===== src/rtl/uart_pkg.sv =====
`default_nettype none
// ============================================================================
// Module      : uart_pkg
// Description : Shared types and elaboration helpers for the word receiver.
// Revision    : 1.0 - initial release
// ============================================================================
package uart_pkg;

    typedef enum logic [2:0] {
        WAIT_IDLE = 3'd0,
        IDLE      = 3'd1,
        START     = 3'd2,
        DATA      = 3'd3,
        PARITY    = 3'd4,
        STOP      = 3'd5
    } rx_state_t;

    // Rounded-to-nearest clock divider for one oversample tick.
    function automatic int calc_div(input longint clk_freq, input longint baud,
                                    input longint oversample);
        return int'((clk_freq + (baud * oversample) / 2) / (baud * oversample));
    endfunction

    function automatic int bytes_per_word(input int word_width, input int byte_width);
        return word_width / byte_width;
    endfunction

endpackage
`default_nettype wire


===== src/rtl/uart_rx_byte.sv =====
`default_nettype none
// ============================================================================
// Module      : uart_rx_byte
// Description : Synchronizer, oversample tick generator and bit-level FSM.
//               Optional even parity bit with UART_WORD_RX_PARITY_EN.
// Revision    : 1.0 - initial release
// ============================================================================
module uart_rx_byte
    import uart_pkg::*;
#(
    parameter int BYTE_WIDTH = 8,
    parameter int CLK_FREQ   = 200_000_000,
    parameter int BAUD       = 115200,
    parameter int OVERSAMPLE = 16
) (
    input  logic                  clock,
    input  logic                  reset,
    input  logic                  sig_in,
    output logic [BYTE_WIDTH-1:0] byte_data,
    output logic                  byte_valid,
    output logic                  frame_err,
`ifdef UART_WORD_RX_PARITY_EN
    output logic                  parity_err,
`endif
    output logic                  busy,
    output logic                  tick,
    output logic                  in_idle,
    output logic                  start_edge
);

    localparam int DIV     = calc_div(longint'(CLK_FREQ), longint'(BAUD), longint'(OVERSAMPLE));
    localparam int c_DIV_W = (DIV > 1) ? $clog2(DIV) : 1;
    localparam int c_PH_W  = $clog2(OVERSAMPLE);
    localparam int c_BIT_W = $clog2(BYTE_WIDTH);
    localparam logic [c_DIV_W-1:0] c_DIV_LAST = c_DIV_W'(DIV - 1);
    localparam logic [c_PH_W-1:0]  c_PH_MID   = c_PH_W'(OVERSAMPLE / 2 - 1);
    localparam logic [c_PH_W-1:0]  c_PH_LAST  = c_PH_W'(OVERSAMPLE - 1);
    localparam logic [c_BIT_W-1:0] c_BIT_LAST = c_BIT_W'(BYTE_WIDTH - 1);

    logic [1:0]            r_sync;
    logic                  r_line_d;
    logic [c_DIV_W-1:0]    r_div_cnt;
    rx_state_t             r_state, w_state_next;
    logic [c_PH_W-1:0]     r_phase, w_phase_next;
    logic [c_BIT_W-1:0]    r_bit_idx, w_bit_next;
    logic [BYTE_WIDTH-1:0] r_shift, w_shift_next;
    logic                  r_bad, w_bad_next;
    logic                  w_byte_done, w_frame_bad;
    logic [BYTE_WIDTH-1:0] r_byte_data;
    logic                  r_byte_valid, r_frame_err, r_busy;
`ifdef UART_WORD_RX_PARITY_EN
    logic                  w_par_bad, r_parity_err;
`endif

    logic w_line, w_fall, w_tick;
    assign w_line = r_sync[1];
    assign w_fall = r_line_d & ~w_line;
    assign w_tick = (r_div_cnt == c_DIV_LAST);

    always_comb begin
        w_state_next = r_state;
        w_phase_next = r_phase;
        w_bit_next   = r_bit_idx;
        w_shift_next = r_shift;
        w_bad_next   = r_bad;
        w_byte_done  = 1'b0;
        w_frame_bad  = 1'b0;
`ifdef UART_WORD_RX_PARITY_EN
        w_par_bad    = 1'b0;
`endif
        case (r_state)
            // Require a full bit-time of idle line before trusting edges.
            WAIT_IDLE: begin
                if (!w_line) begin
                    w_phase_next = '0;
                end else if (w_tick) begin
                    if (r_phase == c_PH_LAST) begin
                        w_phase_next = '0;
                        w_state_next = IDLE;
                    end else begin
                        w_phase_next = r_phase + c_PH_W'(1);
                    end
                end
            end
            IDLE: begin
                if (w_fall) begin
                    w_phase_next = '0;
                    w_state_next = START;
                end
            end
            START: begin
                if (w_tick) begin
                    if (r_phase == c_PH_MID) begin
                        w_phase_next = '0;
                        if (w_line) begin
                            w_state_next = IDLE;
                        end else begin
                            w_state_next = DATA;
                            w_bit_next   = '0;
                            w_bad_next   = 1'b0;
                        end
                    end else begin
                        w_phase_next = r_phase + c_PH_W'(1);
                    end
                end
            end
            DATA: begin
                if (w_tick) begin
                    if (r_phase == c_PH_LAST) begin
                        w_phase_next = '0;
                        w_shift_next = {w_line, r_shift[BYTE_WIDTH-1:1]};
                        if (r_bit_idx == c_BIT_LAST) begin
`ifdef UART_WORD_RX_PARITY_EN
                            w_state_next = PARITY;
`else
                            w_state_next = STOP;
`endif
                        end else begin
                            w_bit_next = r_bit_idx + c_BIT_W'(1);
                        end
                    end else begin
                        w_phase_next = r_phase + c_PH_W'(1);
                    end
                end
            end
`ifdef UART_WORD_RX_PARITY_EN
            PARITY: begin
                if (w_tick) begin
                    if (r_phase == c_PH_LAST) begin
                        w_phase_next = '0;
                        w_state_next = STOP;
                        if (w_line != ^r_shift) begin
                            w_par_bad  = 1'b1;
                            w_bad_next = 1'b1;
                        end
                    end else begin
                        w_phase_next = r_phase + c_PH_W'(1);
                    end
                end
            end
`endif
            STOP: begin
                if (w_tick) begin
                    if (r_phase == c_PH_LAST) begin
                        w_phase_next = '0;
                        if (w_line) begin
                            w_byte_done  = !r_bad;
                            w_state_next = IDLE;
                        end else begin
                            w_frame_bad  = 1'b1;
                            w_state_next = WAIT_IDLE;
                        end
                    end else begin
                        w_phase_next = r_phase + c_PH_W'(1);
                    end
                end
            end
            default: w_state_next = WAIT_IDLE;
        endcase
    end

    always_ff @(posedge clock or negedge reset) begin
        if (!reset) begin
            r_sync       <= 2'b11;
            r_line_d     <= 1'b1;
            r_div_cnt    <= '0;
            r_state      <= WAIT_IDLE;
            r_phase      <= '0;
            r_bit_idx    <= '0;
            r_shift      <= '0;
            r_bad        <= 1'b0;
            r_byte_data  <= '0;
            r_byte_valid <= 1'b0;
            r_frame_err  <= 1'b0;
            r_busy       <= 1'b0;
`ifdef UART_WORD_RX_PARITY_EN
            r_parity_err <= 1'b0;
`endif
        end else begin
            r_sync       <= {r_sync[0], sig_in};
            r_line_d     <= w_line;
            r_div_cnt    <= w_tick ? '0 : r_div_cnt + c_DIV_W'(1);
            r_state      <= w_state_next;
            r_phase      <= w_phase_next;
            r_bit_idx    <= w_bit_next;
            r_shift      <= w_shift_next;
            r_bad        <= w_bad_next;
            r_byte_valid <= w_byte_done;
            r_frame_err  <= w_frame_bad;
            r_busy       <= (w_state_next != IDLE);
            if (w_byte_done) begin
                r_byte_data <= r_shift;
            end
`ifdef UART_WORD_RX_PARITY_EN
            r_parity_err <= w_par_bad;
`endif
        end
    end

    assign byte_data  = r_byte_data;
    assign byte_valid = r_byte_valid;
    assign frame_err  = r_frame_err;
`ifdef UART_WORD_RX_PARITY_EN
    assign parity_err = r_parity_err;
`endif
    assign busy       = r_busy;
    assign tick       = w_tick;
    assign in_idle    = (r_state == IDLE);
    assign start_edge = (r_state == IDLE) && w_fall;

endmodule
`default_nettype wire


===== src/rtl/uart_word_rx.sv =====
`default_nettype none
// ============================================================================
// Module      : uart_word_rx
// Description : UART word receiver: byte assembly, inter-byte timeout and a
//               registered word FIFO. Parity option: UART_WORD_RX_PARITY_EN.
// Revision    : 1.0 - initial release
// ============================================================================
module uart_word_rx
    import uart_pkg::*;
#(
    parameter int WORD_WIDTH   = 32,
    parameter int BYTE_WIDTH   = 8,
    parameter int FIFO_DEPTH   = 4,
    parameter int CLK_FREQ     = 200_000_000,
    parameter int BAUD         = 115200,
    parameter int OVERSAMPLE   = 16,
    parameter int TIMEOUT_BITS = 20
) (
    input  logic                            clock,
    input  logic                            reset,
    input  logic                            sig_in,
    output logic [WORD_WIDTH-1:0]           word_data,
    output logic                            word_valid,
    input  logic                            word_ready,
    output logic [$clog2(FIFO_DEPTH+1)-1:0] fifo_count,
    output logic                            rx_busy,
    output logic                            frame_err,
    output logic                            overrun,
`ifdef UART_WORD_RX_PARITY_EN
    output logic                            parity_err,
`endif
    output logic                            timeout
);

    localparam int BYTES_PER_WORD = bytes_per_word(WORD_WIDTH, BYTE_WIDTH);
    localparam int c_BCNT_W = (BYTES_PER_WORD > 1) ? $clog2(BYTES_PER_WORD) : 1;
    localparam int c_PTR_W  = (FIFO_DEPTH > 1) ? $clog2(FIFO_DEPTH) : 1;
    localparam int c_CNT_W  = $clog2(FIFO_DEPTH + 1);
    localparam int c_PH_W   = $clog2(OVERSAMPLE);
    localparam int c_TO_W   = (TIMEOUT_BITS > 1) ? $clog2(TIMEOUT_BITS) : 1;
    localparam logic [c_BCNT_W-1:0] c_BCNT_LAST = c_BCNT_W'(BYTES_PER_WORD - 1);
    localparam logic [c_PTR_W-1:0]  c_PTR_LAST  = c_PTR_W'(FIFO_DEPTH - 1);
    localparam logic [c_CNT_W-1:0]  c_CNT_FULL  = c_CNT_W'(FIFO_DEPTH);
    localparam logic [c_PH_W-1:0]   c_PH_LAST   = c_PH_W'(OVERSAMPLE - 1);
    localparam logic [c_TO_W-1:0]   c_TO_LAST   = c_TO_W'(TIMEOUT_BITS - 1);

    logic [BYTE_WIDTH-1:0] w_byte_data;
    logic w_byte_valid, w_frame_err, w_busy, w_tick, w_in_idle, w_start_edge, w_discard;
`ifdef UART_WORD_RX_PARITY_EN
    logic w_parity_err;
`endif

    uart_rx_byte #(
        .BYTE_WIDTH (BYTE_WIDTH),
        .CLK_FREQ   (CLK_FREQ),
        .BAUD       (BAUD),
        .OVERSAMPLE (OVERSAMPLE)
    ) u_rx_byte (
        .clock      (clock),
        .reset      (reset),
        .sig_in     (sig_in),
        .byte_data  (w_byte_data),
        .byte_valid (w_byte_valid),
        .frame_err  (w_frame_err),
`ifdef UART_WORD_RX_PARITY_EN
        .parity_err (w_parity_err),
`endif
        .busy       (w_busy),
        .tick       (w_tick),
        .in_idle    (w_in_idle),
        .start_edge (w_start_edge)
    );

`ifdef UART_WORD_RX_PARITY_EN
    assign w_discard = w_frame_err | w_parity_err;
`else
    assign w_discard = w_frame_err;
`endif

    logic [c_BCNT_W-1:0]   r_byte_cnt;
    logic [WORD_WIDTH-1:0] r_word, w_word_next;
    logic [c_PH_W-1:0]     r_to_phase;
    logic [c_TO_W-1:0]     r_to_bits;
    logic                  r_timeout, r_overrun, w_to_fire;
    logic [WORD_WIDTH-1:0] r_mem [FIFO_DEPTH];
    logic [c_PTR_W-1:0]    r_wr_ptr, r_rd_ptr;
    logic [c_CNT_W-1:0]    r_count;
    logic                  w_last_byte, w_push_req, w_full, w_pop, w_push;

    // The word pushed includes the byte arriving this cycle.
    always_comb begin
        w_word_next = r_word;
        w_word_next[int'(r_byte_cnt) * BYTE_WIDTH +: BYTE_WIDTH] = w_byte_data;
        w_last_byte = (r_byte_cnt == c_BCNT_LAST);
        w_push_req  = w_byte_valid && w_last_byte;
        w_full      = (r_count == c_CNT_FULL);
        w_pop       = (r_count != '0) && word_ready;
        w_push      = w_push_req && (!w_full || w_pop);
        w_to_fire   = !w_start_edge && (r_byte_cnt != '0) && w_in_idle && w_tick &&
                      (r_to_phase == c_PH_LAST) && (r_to_bits == c_TO_LAST);
    end

    always_ff @(posedge clock or negedge reset) begin
        if (!reset) begin
            r_byte_cnt <= '0;
            r_word     <= '0;
        end else if (w_discard || w_to_fire || (w_byte_valid && w_last_byte)) begin
            r_byte_cnt <= '0;
            r_word     <= '0;
        end else if (w_byte_valid) begin
            r_byte_cnt <= r_byte_cnt + c_BCNT_W'(1);
            r_word     <= w_word_next;
        end
    end

    // A start edge restarts the idle measurement, so it beats a same-cycle timeout.
    always_ff @(posedge clock or negedge reset) begin
        if (!reset) begin
            r_to_phase <= '0;
            r_to_bits  <= '0;
            r_timeout  <= 1'b0;
        end else begin
            r_timeout <= w_to_fire;
            if (w_start_edge || r_byte_cnt == '0) begin
                r_to_phase <= '0;
                r_to_bits  <= '0;
            end else if (w_in_idle && w_tick) begin
                if (r_to_phase == c_PH_LAST) begin
                    r_to_phase <= '0;
                    r_to_bits  <= (r_to_bits == c_TO_LAST) ? '0 : r_to_bits + c_TO_W'(1);
                end else begin
                    r_to_phase <= r_to_phase + c_PH_W'(1);
                end
            end
        end
    end

    always_ff @(posedge clock or negedge reset) begin
        if (!reset) begin
            for (int i = 0; i < FIFO_DEPTH; i++) begin
                r_mem[i] <= '0;
            end
            r_wr_ptr  <= '0;
            r_rd_ptr  <= '0;
            r_count   <= '0;
            r_overrun <= 1'b0;
        end else begin
            r_overrun <= w_push_req && w_full && !w_pop;
            if (w_push) begin
                r_mem[r_wr_ptr] <= w_word_next;
                r_wr_ptr        <= (r_wr_ptr == c_PTR_LAST) ? '0 : r_wr_ptr + c_PTR_W'(1);
            end
            if (w_pop) begin
                r_rd_ptr <= (r_rd_ptr == c_PTR_LAST) ? '0 : r_rd_ptr + c_PTR_W'(1);
            end
            if (w_push && !w_pop) begin
                r_count <= r_count + c_CNT_W'(1);
            end else if (!w_push && w_pop) begin
                r_count <= r_count - c_CNT_W'(1);
            end
        end
    end

    assign word_data  = r_mem[r_rd_ptr];
    assign word_valid = (r_count != '0);
    assign fifo_count = r_count;
    assign rx_busy    = w_busy | (r_byte_cnt != '0);
    assign frame_err  = w_frame_err;
    assign overrun    = r_overrun;
    assign timeout    = r_timeout;
`ifdef UART_WORD_RX_PARITY_EN
    assign parity_err = w_parity_err;
`endif

endmodule
`default_nettype wire


===== config.mk =====
export PLATFORM = sky130hd
export DESIGN_NAME = uart_word_rx
export DESIGN_NICKNAME = d
export VERILOG_FILES = /design/src/rtl/uart_pkg.sv /design/src/rtl/uart_rx_byte.sv /design/src/rtl/uart_word_rx.sv
export SDC_FILE = /design/constraint.sdc
export NUM_CORES = 1
export LEC_CHECK = 0
export CORE_MARGIN = 1.5
export CORE_UTILIZATION = 35
export CTS_BUF_LIST = sky130_fd_sc_hd__clkbuf_16
export CTS_CLUSTER_SIZE = 24
export DETAILED_ROUTE_END_ITERATION = 16
export GPL_ROUTABILITY_DRIVEN = 0
export PLACE_DENSITY = 0.59
export SLEW_MARGIN = 10
export SYNTH_ARGS = -nofsm -noshare
export SYNTH_HDL_FRONTEND = slang
export SYNTH_SLANG_ARGS = --single-unit
export TNS_END_PERCENT = 20

===== constraint.sdc =====
create_clock -name clock -period 2.6 [get_ports clock]
set_input_delay 0.39 -clock clock [delete_from_list [all_inputs] [get_ports clock]]
set_output_delay 0.39 -clock clock [all_outputs]
set_load 0.05 [all_outputs]

## Word-level counts from Yosys, hierarchy flattened

Index checks and enable logic that the tools add are counted.

- Memory bits (writable): 0
- Output and inout bits: 40
- Latch bits: 0
- Memory bits (read-only): 0
- Memories: 0
- Input port bits: 4
- Bits in registers: 219
- Word-level logic and storage cells: 164

- Bitwise operators: 5
- $mul: 0
- Magnitude comparators: 3
- Divide/modulo/power cells: 0
- Eq/ne operators: 22
- Add/subtract/negate cells: 11
- Muxes and demuxes: 59
- Shifts and indexed selects: 2
- Reduce and logical (&&, ||, !) cells: 38

Operator list:

| operator | number |
|---|---|
| $mux 32 | 5 |
| $bwmux 128 | 1 |
| $bmux 32 s2 | 1 |
| $demux 32 s2 | 1 |
| $mux 3 | 19 |
| $mux 4 | 9 |
| $neg 5->33 | 1 |
| $shift 8x33->32 const A | 1 |
| $shiftx 8x33->32 | 1 |
| $bwmux 32 | 1 |
| $mux 5 | 4 |
| $pmux 4 s4 | 1 |
| $logic_and 1x1->1 | 15 |
| $pmux 3 s5 | 1 |
| $reduce_bool 2->1 | 6 |
| $mux 2 | 5 |
| $ne 2x1->1 const B | 5 |
| $eq 3x3->1 const B | 3 |
| $mux 1 | 9 |
| $add 4x1->4 const B | 2 |
| $eq 4x4->1 const B | 2 |
| $add 7x1->7 const B | 1 |
| $eq 7x7->1 const B | 1 |
| $mux 7 | 1 |
| 28 further kinds | 44 |

## Longest topological paths before layout

- Depth in word-level cells: 12
- Depth in mapped cells: 10
- Gate-level depth less buffers: 9

## By module

Synthesis repeated with hierarchy kept, for this count alone.

- Cells, all modules: 809
- Area, all modules: 10570.1 µm²

By module, submodules not included:

| module | times used | sequential area each (µm²) | cells an instance | area an instance (µm²) |
|---|---|---|---|---|
| uart_word_rx | 1 | 4504.3 | 645 | 8680.8 |
| uart_rx_byte | 1 | 979.7 | 164 | 1889.3 |

## Worst setup path after synthesis

Ideal clock, no wire load.

- Path kind: reg2reg
- From: register r_count[0], in the netlist fifo_count[0]
- To: register r_count[2], in the netlist fifo_count[2]
- Data required time: 2.518 ns
- Clock period less this slack: 2.544 ns
- Path buffers: 0
- Library setup time: 0.082 ns
- Arrival: 2.462 ns
- Stages on the path, launching flop included: 9
- Path slack: 0.056 ns
- Cell sequence: dfrtp_1 or3_1 nand2_1 ha_1 inv_1 fa_1 xor2_1 nor2_1 xor2_1

- Word-level cells in the longest chain between the ends: 7
- Elaborated cells on any way between the ends: 15
- Those cells by class: 2 x add/sub; 1 x eq/ne; 2 x mux; 10 x reduce/logical

RTL lines:

| item | line | RTL |
|---|---|---|
| start: declaration | uart_word_rx.sv:87 | `logic [c_CNT_W-1:0] r_count;` |
| start signal: assignment | uart_word_rx.sv:157 | `r_count <= r_count + c_CNT_W'(1);` |
| start signal: assignment | uart_word_rx.sv:159 | `r_count <= r_count - c_CNT_W'(1);` |
| $reduce_bool 3->1 * | - |  |
| via word_valid | uart_word_rx.sv:23 | `output logic word_valid,` |
| $logic_and 1x1->1 * | uart_word_rx.sv:97 | `w_pop = (r_count != '0) && word_ready;` |
| $logic_or 1x1->1 | uart_word_rx.sv:98 | `w_push = w_push_req && (!w_full \|\| w_pop);` |
| $logic_and 1x1->1 | uart_word_rx.sv:98 |  |
| $logic_not 1->1 | uart_word_rx.sv:158 | `end else if (!w_push && w_pop) begin` |
| $logic_and 1x1->1 | uart_word_rx.sv:158 |  |
| $reduce_bool 2->1 (no source line) | - |  |

The timed path passes the listed nets; every way through them passes the cells marked *. The select of a mux whose other input is x is not followed.
A chain may end at the register's enable or synchronous reset.

## Final worst setup path

- From: register r_count[1], in the netlist fifo_count[1]
- To: output word_valid

- Word-level cells in the longest chain between the ends: 1

RTL lines:

| item | line | RTL |
|---|---|---|
| $reduce_bool 3->1 | uart_word_rx.sv:165 | `assign word_valid = (r_count != '0);` |
| end: declaration | uart_word_rx.sv:23 |  |

No other way between the ends.

==> results.md <==
* Status: finished, final reports clean
* TritonCTS clock tree: done
* Min Hold Slack at 289 ps
* Tmin final at ~2500 ps
* # port buffers at 43
* CP arrival at slightly above 2000 ps
* Fin util at 43.2%
* N_diodes at 0
* CP max FO at 5
* Mapped Avg Cell Area at 10.8 µm²
* Number of global-route vias before repair at approximately 6600
* Setup TNS at 0 ps
* H-Tree Depth at 1
* Yosys warns at 0
* Final nets at 981
* Final wirelength at 21.1 mm
* DRT antenna net count at 0
* Antenna violations before repair at 0
* Most common flop cell mapped by yosys: dfrtp_1
* Rel. slew slack at a little under three fifths
* Post-synth EDFFs at 0
* First drt pass iteration count at 4
* VDD IR-drop max at 457 µV
* RSZ-0062 raised after global routing: true
* Setup-failing EPs final at 0
* Worst skew pair latency at 530 ps
* Critical Path Source Type: register
* Leak Pwr at 5.38 nW
* Avg WL per Cell at 15.6 µm
* Clock transition at the registers of the reported paths at ~60 ps
* Vias per cell at between 4 and 5
* Row count at 61
* 1st-iter DRT viols at 444
* Worst Hold Class: in -> reg
* DP Area at 0.0112 mm²
* Finished Cell Area at 0.0120 mm²
* Tightest Pin Transition at 634 ps
* Number of remaining DRC errors at 0
* Num CTS Buffers at 25
* Reg area at approximately 0.0055 mm²
* Final period utilization at 94.6%
* Postcts setup bufs at 0
* Starting density of the core at a little over a third
* #FFs+latches synth at about 220
* Largest net degree at the start of global routing at 69
* Asr flop ratio synth at between 90% and 100%
* Multi-input gate area at just over 0.004 mm²
* Count of different cell masters after synthesis at 59
* Hold Fails Final Rpt at 0
* Gr usage total at around 15%
* Fill cell count at 2668
* Post-Synthesis Cells at a little over 900
* Chip Height at 171 µm
* Share of layout cells above drive strength 1 at 17.6%
* Ports at 44
* Total grt overflow at 0
* First-pass GRT wire length at 35.6 mm
* Worst slack, placed at -137 ps
* Area of the core at 0.0278 mm²
* Setup WS post-layout at about 140 ps
* Clock Skews at between 15 and 20 ps
* Fmax at 406 MHz
* Area grow syn2layout at 21.7%
* CTS Sinks at 219
* Critical Path Sink Type: primary output
* Syn Nets at 933
* Power Density at between 600 and 700 mW/mm²
* Placed Instances at roughly 1300
* Sequential area share after synthesis at 55.6%
* Required time worst endpoint at 2210 ps
* Clock Tree Root: clkbuf_16
* Maxcap violations at 0
* Via count at 6608
* Synthesized cell area at roughly 0.01 mm²
* Die area at 0.0292 mm²
* Clock buffer depth at 3
* Post-Layout Cell Count at 1355
* Die X-Extent at 171 µm
* Dpl hpwl at about 14 mm
* Crit Path Class: reg -> out
* Final Power at around 7.7 mW
* Fin. max-slew vios at 0
cell usage in the layout (no fill, tap or decap), types with 2 or more instances in the layout:
cell               n
dfrtp_1          215
nand2_1          146
o21ai_0          141
nor2_1            73
a21oi_1           42
buf_12            41
nor2b_1           39
mux4_2            32
mux2i_1           28
clkbuf_16         25
buf_4             21
mux2_2            20
ha_1              18
inv_1             12
and3_1            11
nand3_1            9
clkdlybuf4s50_1    9
clkinv_1           7
clkinv_2           7
xor2_1             6
xnor2_1            5
nand2_2            5
nand2b_1           4
or3_1              4
nor3_1             3
dfstp_2            3
nor3b_1            2
nor4_1             2
a31oi_1            2
nor4bb_1           2
and2_1             2
and4b_1            2
a22o_1             2
a21o_1             2
clkinvlp_4         2
bufinv_16          2
layer usage:
metal	vias up	part of all wire, %	track usage [%]
li1	3258	-	-
met1	3244	48	21.5
met2	81	47	24.9
met3	25	4.1	2.50
met4	0	1.6	3.59
met5	-	0	0
power by group:
part / internal (mW) / total, mW / leakage, nW / switching, mW
Sequential: 3.46 / 3.50 / 3.02 / 0.0473
Clock: 1.95 / 3.34 / 0.390 / 1.40
Combinational: 0.353 / 0.885 / 1.97 / 0.532
Total: 5.76 / 7.73 / 5.38 / 1.97
logic make-up (layout without fill, tap and decap cells):
logic type,count (synthesis),after routing,synth area share (%)
buf+inv,62,129,2.55
mux,80,80,12.4
compound gates,200,200,10.7
simple gates,319,319,15.3
fa+ha+maj,19,19,2.49
flops,219,219,55.6
xor+xnor,11,11,0.977
worst max-delay path: stages, from the launching register on:
cell             delay [ps]
dfrtp_1                 430
or3_1                   410
clkdlybuf4s50_1         710
worst paths after layout:
path	startpoint	end	slack, ps	cells past startpoint
max	fifo_count[1]	word_valid	140	2
min	sig_in	u_rx_byte.r_sync[0]	290	1
max reg2reg	r_byte_cnt[0]	fifo_count[2]	200	9
min reg2reg	u_rx_byte.r_sync[0]	u_rx_byte.r_sync[1]	360	0
max in group asynchronous	reset	r_mem[28]	1430	3
min in group asynchronous	reset	r_mem[70]	420	2
sequential cells by signal, indices dropped and copies added, names as in the netlist, 4 cells and up:
register	cells
r_mem	128
r_word	32
u_rx_byte.byte_data	8
u_rx_byte.r_shift	8
u_rx_byte.r_div_cnt	7
r_to_bits	5
r_to_phase	4
u_rx_byte.r_phase	4
timing repair:
| action | in CTS | in global routing |
|---|---|---|
| endpoints found under the hold margin | 64 | 0 |
| setup endpoints to repair | 0 | 1 |
| hold buffers | 1 | 0 |
| gates resized for setup | 0 | 0 |
Yosys cell counts, types with 9 or more instances:
| library cell | number | area [µm²] |
|---|---|---|
| and3_1 | 11 | 68.8 |
| inv_1 | 10 | 37.5 |
| o21ai_0 | 141 | 706 |
| clkbuf_1 | 39 | 146 |
| nor2_1 | 73 | 274 |
| dfrtp_1 | 216 | 5410 |
| nand2_1 | 150 | 563 |
| mux4_2 | 32 | 721 |
| nor2b_1 | 39 | 244 |
| mux2i_1 | 28 | 280 |
| mux2_2 | 20 | 225 |
| a21oi_1 | 42 | 210 |
| ha_1 | 18 | 225 |
| nand3_1 | 9 | 45.0 |
final cells by class:
type	count	area share, %
tap	378	3.94
sequential	219	45.7
inverter	10	0.313
multi-input combinational	629	34.5
timing repair buffer	73	9.11
clock inverter	21	1.27
clock buffer	25	5.21
No activity file was read; power rests on OpenSTA's default activity.
